$ cat src/rtl/mii_command_rx.sv
// MII receive front end: preamble/SFD hunt, byte assembly, FCS and header checks, one command per frame.
// Define MII_MAC_FILTER_EN to accept only broadcast or MAC_ADDR destinations.
//
// state     | meaning
// WAIT_IDLE | after reset, ignore any frame already in progress until mii_DV drops
// IDLE      | between frames, waiting for the first preamble nibble
// PREAMBLE  | counting 5-nibbles, waiting for the SFD nibble d
// DATA      | assembling bytes and running the CRC; evaluated when mii_DV drops
// DROP      | discarding the rest of a bad or oversize frame
module mii_command_rx #(
  parameter logic [15:0] ETHERTYPE = 16'h5555,
  parameter int          MIN_BYTES = 23,
  parameter int          MAX_BYTES = 1522
`ifdef MII_MAC_FILTER_EN
  ,
  parameter logic [47:0] MAC_ADDR  = 48'h02_00_00_00_00_01
`endif
) (
  input  logic        clk,
  input  logic        reset,
  input  logic [3:0]  mii_D,
  input  logic        mii_DV,
  output logic [2:0]  opcode,
  output logic [19:0] command,
  output logic [7:0]  seqnum,
  output logic        strobe,
  output logic        tx_strobe,
  output logic [15:0] frame_ok,
  output logic [7:0]  frame_err
);

  typedef enum logic [2:0] {
    WAIT_IDLE = 3'd0,
    IDLE      = 3'd1,
    PREAMBLE  = 3'd2,
    DATA      = 3'd3,
    DROP      = 3'd4
  } state_t;

  localparam logic [31:0] CRC_POLY    = 32'hedb88320;
  localparam logic [31:0] CRC_RESIDUE = 32'hdebb20e3;
  localparam logic [10:0] MIN_B       = 11'(MIN_BYTES);
  localparam logic [10:0] MAX_B       = 11'(MAX_BYTES);

  state_t      state_q, state_d;
  logic [1:0]  pre_cnt_q, pre_cnt_d;
  logic        odd_q, odd_d;
  logic [3:0]  low_q, low_d;
  logic [10:0] byte_cnt_q, byte_cnt_d;
  logic [31:0] crc_q, crc_d;
  logic [15:0] type_q, type_d;
  logic [2:0]  op_sh_q, op_sh_d;
  logic [19:0] cmd_sh_q, cmd_sh_d;
  logic [7:0]  seq_sh_q, seq_sh_d;
  logic [2:0]  opcode_q, opcode_d;
  logic [19:0] command_q, command_d;
  logic [7:0]  seqnum_q, seqnum_d;
  logic        strobe_q, strobe_d;
  logic [15:0] ok_q, ok_d;
  logic [7:0]  err_q, err_d;

  logic [31:0] crc_nib;
  logic [7:0]  byte_val;
  logic [10:0] cnt_inc;
  logic        frame_good;
  logic        mac_ok;
  logic        err_inc;

`ifdef MII_MAC_FILTER_EN
  logic [47:0] dst_q, dst_d;
  assign mac_ok = (dst_q == 48'hffff_ffff_ffff) || (dst_q == MAC_ADDR);
`else
  assign mac_ok = 1'b1;
`endif

  // Reflected CRC-32, four bits per cycle, LSB of the nibble first.
  always_comb begin
    crc_nib = crc_q;
    for (int i = 0; i < 4; i++) begin
      if (crc_nib[0] ^ mii_D[i]) crc_nib = {1'b0, crc_nib[31:1]} ^ CRC_POLY;
      else                       crc_nib = {1'b0, crc_nib[31:1]};
    end
  end

  assign byte_val   = {mii_D, low_q};
  assign cnt_inc    = byte_cnt_q + 11'd1;
  assign frame_good = !odd_q && (byte_cnt_q >= MIN_B) && (crc_q == CRC_RESIDUE) &&
                      (type_q == ETHERTYPE);

  always_comb begin
    state_d    = state_q;
    pre_cnt_d  = pre_cnt_q;
    odd_d      = odd_q;
    low_d      = low_q;
    byte_cnt_d = byte_cnt_q;
    crc_d      = crc_q;
    type_d     = type_q;
    op_sh_d    = op_sh_q;
    cmd_sh_d   = cmd_sh_q;
    seq_sh_d   = seq_sh_q;
    opcode_d   = opcode_q;
    command_d  = command_q;
    seqnum_d   = seqnum_q;
    strobe_d   = strobe_q;
    ok_d       = ok_q;
    err_inc    = 1'b0;
`ifdef MII_MAC_FILTER_EN
    dst_d      = dst_q;
`endif

    case (state_q)
      WAIT_IDLE: if (!mii_DV) state_d = IDLE;
      IDLE: begin
        if (mii_DV) begin
          if (mii_D == 4'h5) begin
            state_d   = PREAMBLE;
            pre_cnt_d = 2'd1;
          end else begin
            state_d = DROP;
          end
        end
      end
      PREAMBLE: begin
        if (!mii_DV) begin
          state_d = IDLE;
        end else if (mii_D == 4'h5) begin
          if (pre_cnt_q != 2'd3) pre_cnt_d = pre_cnt_q + 2'd1;
        end else if (mii_D == 4'hd && pre_cnt_q == 2'd3) begin
          state_d    = DATA;
          crc_d      = 32'hffff_ffff;
          byte_cnt_d = 11'd0;
          odd_d      = 1'b0;
        end else begin
          state_d = DROP;
        end
      end
      DATA: begin
        if (mii_DV) begin
          crc_d = crc_nib;
          if (!odd_q) begin
            low_d = mii_D;
            odd_d = 1'b1;
          end else begin
            odd_d      = 1'b0;
            byte_cnt_d = cnt_inc;
            case (byte_cnt_q)
`ifdef MII_MAC_FILTER_EN
              11'd0, 11'd1, 11'd2,
              11'd3, 11'd4, 11'd5: dst_d = {dst_q[39:0], byte_val};
`endif
              11'd12, 11'd13: type_d = {type_q[7:0], byte_val};
              11'd14: op_sh_d = byte_val[2:0];
              11'd15: cmd_sh_d[7:0]   = byte_val;
              11'd16: cmd_sh_d[15:8]  = byte_val;
              11'd17: cmd_sh_d[19:16] = byte_val[3:0];
              11'd18: seq_sh_d = byte_val;
              default: ;
            endcase
            if (cnt_inc > MAX_B) begin
              state_d = DROP;
              err_inc = 1'b1;
            end
          end
        end else begin
          state_d = IDLE;
          // A frame rejected by the destination filter is silently ignored.
          if (mac_ok) begin
            if (frame_good) begin
              opcode_d  = op_sh_q;
              command_d = cmd_sh_q;
              seqnum_d  = seq_sh_q;
              strobe_d  = ~strobe_q;
              ok_d      = ok_q + 16'd1;
            end else begin
              err_inc = 1'b1;
            end
          end
        end
      end
      DROP: if (!mii_DV) state_d = IDLE;
      default: state_d = WAIT_IDLE;
    endcase

    err_d = (err_inc && err_q != 8'hff) ? err_q + 8'd1 : err_q;
  end

  always_ff @(posedge clk) begin
    if (reset) begin
      state_q    <= WAIT_IDLE;
      pre_cnt_q  <= 2'd0;
      odd_q      <= 1'b0;
      low_q      <= 4'd0;
      byte_cnt_q <= 11'd0;
      crc_q      <= 32'hffff_ffff;
      type_q     <= 16'd0;
      op_sh_q    <= 3'd0;
      cmd_sh_q   <= 20'd0;
      seq_sh_q   <= 8'd0;
      opcode_q   <= 3'd0;
      command_q  <= 20'd0;
      seqnum_q   <= 8'd0;
      strobe_q   <= 1'b0;
      ok_q       <= 16'd0;
      err_q      <= 8'd0;
`ifdef MII_MAC_FILTER_EN
      dst_q      <= 48'd0;
`endif
    end else begin
      state_q    <= state_d;
      pre_cnt_q  <= pre_cnt_d;
      odd_q      <= odd_d;
      low_q      <= low_d;
      byte_cnt_q <= byte_cnt_d;
      crc_q      <= crc_d;
      type_q     <= type_d;
      op_sh_q    <= op_sh_d;
      cmd_sh_q   <= cmd_sh_d;
      seq_sh_q   <= seq_sh_d;
      opcode_q   <= opcode_d;
      command_q  <= command_d;
      seqnum_q   <= seqnum_d;
      strobe_q   <= strobe_d;
      ok_q       <= ok_d;
      err_q      <= err_d;
`ifdef MII_MAC_FILTER_EN
      dst_q      <= dst_d;
`endif
    end
  end

  assign opcode    = opcode_q;
  assign command   = command_q;
  assign seqnum    = seqnum_q;
  assign strobe    = strobe_q;
  assign tx_strobe = strobe_q;
  assign frame_ok  = ok_q;
  assign frame_err = err_q;

endmodule

$ cat config.mk
export PLATFORM = sky130hd
export DESIGN_NAME = mii_command_rx
export DESIGN_NICKNAME = d
export VERILOG_FILES = /design/src/rtl/mii_command_rx.sv
export SDC_FILE = /design/constraint.sdc
export NUM_CORES = 1
export LEC_CHECK = 0
export CAP_MARGIN = 20
export CORE_MARGIN = 1
export CORE_UTILIZATION = 30
export CTS_CLUSTER_DIAMETER = 60
export DETAILED_ROUTE_END_ITERATION = 10
export GPL_ROUTABILITY_DRIVEN = 0
export SYNTH_ARGS = -nofsm -noshare
export SYNTH_HDL_FRONTEND = slang
export SYNTH_SLANG_ARGS = --single-unit
$ cat constraint.sdc
create_clock -name clk -period 7.15 [get_ports clk]
set_input_delay 1.0725 -clock clk [delete_from_list [all_inputs] [get_ports clk]]
set_output_delay 1.0725 -clock clk [all_outputs]
set_load 0.02 [all_outputs]
==> Word level (Yosys, flattened, before mapping) <==
Index checks and enable logic that the tools add are counted.
{ "word_totals": {"register_bits": 156, "latchBits": 0, "ram_bits": 0, "romBits": 0, "in_bits": 7, "output_inout_bits": 57, "wordCells": 131, "mem_count": 0} }
{ "classes": {"add_sub_neg": 4, "multipliers": 0, "div_mod_pow": 0, "order_cmp": 2, "n_eq_ne": 31, "n_shift": 0, "mux": 42, "n_bitwise": 11, "reduce_logical": 23} }
{ "ops": {"columns": ["operator", "count"], "rows": [
  ["32-bit 2-to-1 mux", 8],
  ["32-bit one-hot mux with 2 select lines", 1],
  ["13-bit NOT with 14-bit output", 4],
  ["11-bit 2-to-1 mux", 5],
  ["11-bit by 4-bit == test with 1-bit output (second input constant)", 4],
  ["11-bit by 5-bit == test with 1-bit output (second input constant)", 3],
  ["32-bit == test (second input constant)", 1],
  ["3-bit 2-to-1 mux", 9],
  ["4-bit AND reduction", 6],
  ["2-bit != test (second input constant)", 11],
  ["11-bit one-hot mux with 2 select lines", 1],
  ["16-bit by 1-bit adder with 16-bit output (second input constant)", 1],
  ["16-bit by 15-bit == test with 1-bit output (second input constant)", 1],
  ["3-bit one-hot mux with 4 select lines", 1],
  ["6-bit AND reduction", 2],
  ["11-bit by 1-bit adder with 11-bit output (second input constant)", 1],
  ["11-bit by 5-bit >= comparator with 1-bit output (second input constant)", 1],
  ["11-bit greater-than comparator (second input constant)", 1],
  ["1-bit 2-to-1 mux", 10],
  ["2-bit 2-to-1 mux", 5],
  ["5-bit AND reduction", 2],
  ["3-bit != test (second input constant)", 3],
  ["8-bit by 1-bit adder with 8-bit output (second input constant)", 1],
  ["8-bit != test (second input constant)", 1],
  ["other kinds (17)", 30]
]} }

==> Longest topological paths before layout <==
{ "logic_depth": {"word_depth": 10, "depth_mapped": 11, "depth_no_buf": 9} }

==> Worst setup path before layout <==
Ideal clock, no wire load.
{ "synth_path": {"kind": "input-to-reg", "startpoint": "input mii_DV", "endpoint": "register cmd_sh_q[10]", "setup_ns": 0.070, "t_arrival_ns": 2.717, "required_ns": 7.080, "setup_slack_ns": 4.363, "path_stages": 9, "path_buffers": 2, "path_cell_list": "buf_2 -> and4b_1 -> nand2_1 -> nor2_1 -> nor4b_2 -> and2_1 -> buf_2 -> nand2_1 -> a21oi_1"} }
{ "synth_via": {"elab_chain_cells": 1} }
{ "synth_rtl": {"columns": ["item", "line", "source"], "rows": [
  ["from (decl)", "22", "input logic mii_DV,"],
  ["4-bit AND reduction (no source line)", null, null],
  ["to (signal assigned)", "217", "cmd_sh_q <= cmd_sh_d;"],
  ["to (decl)", "53", "logic [19:0] cmd_sh_q, cmd_sh_d;"]
]} }
Every way passes these cells.
A chain may end at the register's enable or synchronous reset.

==> Worst setup path after layout <==
{ "layout_path": {"startpoint": "input mii_DV", "endpoint": "register ok_q[9], in the netlist frame_ok[9]"} }
{ "layout_via": {"elab_chain_cells": 2} }
{ "layout_rtl": {"columns": ["item", "line", "source"], "rows": [
  ["1-bit NOT (no source line)", null, null],
  ["3-bit AND reduction (no source line)", null, null],
  ["to (signal assigned)", "223", "ok_q <= ok_d;"],
  ["to (decl)", "59", "logic [15:0] ok_q, ok_d;"]
]} }
Every way passes these cells.

==> summary.md <==
| Metric | Value |
|---|---|
| Outcome | `finished clean` |
| Initial antenna violation count | `0` |
| Synth unique cells | `65` |
| Post-DRT Antenna Nets | `0` |
| Post-Place Cells | `1149` |
| Buffers on Ports | `63` |
| Post-DP Area | `7700 um2` |
| FF+latch area | `3120 um2` |
| Share of layout cells above drive strength 1 | `6.03%` |
| Worst-path fanout max | `35` |
| Detailed Place HPWL | `11000 um` |
| Sink Count | `156` |
| Top_reg_cell synth | `dfxtp_1` |
| Die Wd | `154 um` |
| CP endpoint kind | `register` |
| Final setup fails | `0` |
| Worst Setup SP | `mii_DV` |
| Setup Crit Path Kind | `in2reg` |
| Postcts setup bufs | `0` |
| P_sw | `433 uW` |
| Comb pwr share | `5.4%` |
| Net Count, Synth | `866` |
| Hold Path Depth | `2` |
| # rows | `55` |
| Max_cap viols | `0` |
| Final worst slack | `3.57 ns` |
| Area occupied by multi-input gates | `3510 um2` |
| Warnings, synthesis | `0` |
| Clock latency at the later pin of the worst-skew pair | `0.43 ns` |
| Min-delay worst type | `reg2reg` |
| Final Hold Fails | `0` |
| Asr flop ratio synth | `0%` |
| Shortest period the worst path allows | `3.58 ns` |
| Diodes inserted | `0` |
| Worst EP required | `7.50 ns` |
| Final nets | `899` |
| Mapped cell area | `6920 um2` |
| Syn Area/Cell | `8.13 um2` |
| Length in cells of the worst reg-to-reg path | `6` |
| TritonCTS Buffers | `17` |
| Fin cells | `1180` |
| CP cell instances | `clkdlybuf4s50_1 -> nor2_1 -> nand4_1 -> nor4_4 -> nand4_4 -> or3_4 -> or3_1 -> a21oi_1` |
| PwrDens | `224 nW/um2` |
| Core Box Area | `22600 um2` |
| Post-Place Worst Slack | `3.10 ns` |
| Vias in the first global route | `5326` |
| Hold EP | `command[8]` |
| Slowest cell on the critical path | `clkdlybuf4s50_1` |
| H-tree lvl count | `4` |
| Normalized max-slew margin | `38.0%` |
| Period utilization | `50.1%` |
| Die Y | `154 um` |
| Leakage power | `0.00269 uW` |
| Launch point of the worst reg-to-reg path | `state_q[1]` |
| Sw Share | `23.2%` |
| Synth-to-layout area growth | `19.9%` |
| DRC viols | `0` |
| Final Cell Area | `8300 um2` |
| 1st-pass router iterations | `4` |
| Gr usage total | `14.6%` |
| Reg2reg end | `frame_err[3]` |
| Crit path DAT | `3.93 ns` |
| EDFF count, synth | `0` |
| Initial cell density of the core | `30.6%` |
| Root buffer cell | `clkbuf_16` |
| Cell internal pwr | `1430 uW` |
| Die area | `23700 um2` |
| First-pass GRT wire length | `27700 um` |
| #FFs+latches synth | `156` |
| Post-Route WL | `16700 um` |
| CP startpoint kind | `input port` |
| CTS hold repair buffers | `0` |
| Part of the Yosys area used for sequential elements | `45.1%` |
| Clk pwr share | `46.9%` |
| Largest net degree at the start of global routing | `79` |
| Seq pwr share | `47.7%` |
| RSZ-0062 raised after global routing | `no` |
| Final Util | `36.7%` |
| R2r setup slk | `3.86 ns` |
| Num ports | `64` |
| Clock Pin Slew Worst Setup and Hold Paths | `0.06 ns` |
| Worst VDD drop | `156 uV` |
| Clk buf depth | `2` |
| FILL cells | `2283` |
| Via/cell ratio | `4.89` |
| Post-cts resize count | `0` |
| Worst path max stage delay | `0.61 ns` |
| Worst hold start | `command[8]` |
| Max Fclk | `279 MHz` |
| CTS tree | `yes` |
| Cells after Synth | `851` |
| Count of pins over their slew limit | `0` |
| Initial drt markers | `419` |
| Via count | `5776` |
| Grt ovf | `0` |
| Tightest Pin Transition | `0.927 ns` |
| Setup TNS | `0 ns` |
| Avg WL per Cell | `14.1 um` |
| Worst Skew | `0.00756 ns` |
==> registers in the layout (all words and copies together) (netlist names), 4 cells and up <==
name        flops
crc_q          32
cmd_sh_q       20
command        20
frame_ok       16
type_q         16
byte_cnt_q     11
frame_err       8
seq_sh_q        8
seqnum          8
low_q           4
==> synth_stat cells, drive strengths merged (3+ instances only) <==
master / number / area (um2)
and2: 8 / 50.1
nand2b: 5 / 31.3
dfxtp: 156 / 3120
nor2: 70 / 263
xor2: 24 / 218
nor4: 7 / 80.1
a31oi: 4 / 25.0
o22ai: 17 / 106
clkbuf: 41 / 154
buf: 14 / 87.6
a21oi: 95 / 475
ha: 8 / 100
nor4bb: 4 / 40.0
nor3: 18 / 90.1
nand4: 15 / 115
nand3: 21 / 105
inv: 12 / 45.0
or3: 9 / 61.3
mux2i: 13 / 130
xnor2: 26 / 228
nor4b: 5 / 62.6
and3: 6 / 37.5
nor2b: 7 / 43.8
nand2: 185 / 694
o21ai: 43 / 215
nand4b: 3 / 26.3
==> layer usage <==
layer  track usage, %  part of all wire, %
met4             5.29                  1.4
met2             23.6                   47
met1             18.9                   49
met3             3.33                  3.1
met5                0                    0
==> critical path, delay by kind of cell <==
family / cells / cell delay [ns]
compound gates: 1 / 0.14
simple gates: 6 / 2.10
buf+inv: 1 / 0.61
==> power by group through the flow <==
stage / logic [uW] / registers [uW] / clock network [uW]
2_1_floorplan: 80.5 / 899 / 0
3_3_place_gp: 98.9 / 907 / 0
3_5_place_dp: 98.7 / 907 / 0
4_1_cts: 99.4 / 888 / 896
5_1_grt: 111 / 889 / 936
6_report: 101 / 888 / 872
==> through the flow <==
step | total power (uW) | hold slack (ns)
2_1_floorplan | 979 | 0.431
3_3_place_gp | 1010 | 0.438
3_5_place_dp | 1010 | 0.442
4_1_cts | 1880 | 0.451
5_1_grt | 1940 | 0.465
6_report | 1860 | 0.446
==> logic make-up (layout without fill, tap and decap cells) <==
kind of cell	count (synthesis)	after routing	synth area share, %
fa+ha+maj	8	8	1.45
buf+inv	67	111	4.14
xor+xnor	50	50	6.44
mux	15	15	2.21
flops	156	156	45.1
simple gates	371	371	25.6
compound gates	184	184	15.1
==> cells in the final DEF (no fill, tap or decap), types with 4 or more instances in the layout <==
cell type and count:
clkinvlp_4 4, and3_1 6, nor3_1 18, o21ai_0 41, clkdlybuf4s50_1 62, ha_1 8
xnor2_1 26, mux2i_1 13, nand2_1 185, o22ai_1 17, and2_1 8, nor4bb_1 4
nor2_1 70, a21oi_1 95, nand2b_1 5, clkbuf_16 17, buf_4 6, nor4_1 4
nand3_1 21, nand4_1 13, nor2b_1 7, inv_1 12, xor2_1 23, or3_1 8
dfxtp_1 156, a31oi_1 4
==> worst max-delay path by stage <==
stage | end | cells after the start
2_1_floorplan | cmd_sh_q[10] | 9
3_3_place_gp | frame_ok[9] | 8
3_5_place_dp | frame_ok[9] | 8
4_1_cts | frame_ok[9] | 8
5_1_grt | frame_ok[9] | 8
6_report | frame_ok[9] | 8
==> final cells by class <==
cell class	instances	share of cell area [%]
clock inverters	11	1.48
repair buffers	69	8.35
inverters	12	0.543
multi-input cells	628	42.4
clock buffers	19	5.34
flip-flops and latches	156	37.6
well taps	285	4.30
Power figures use the tool's default switching activity.
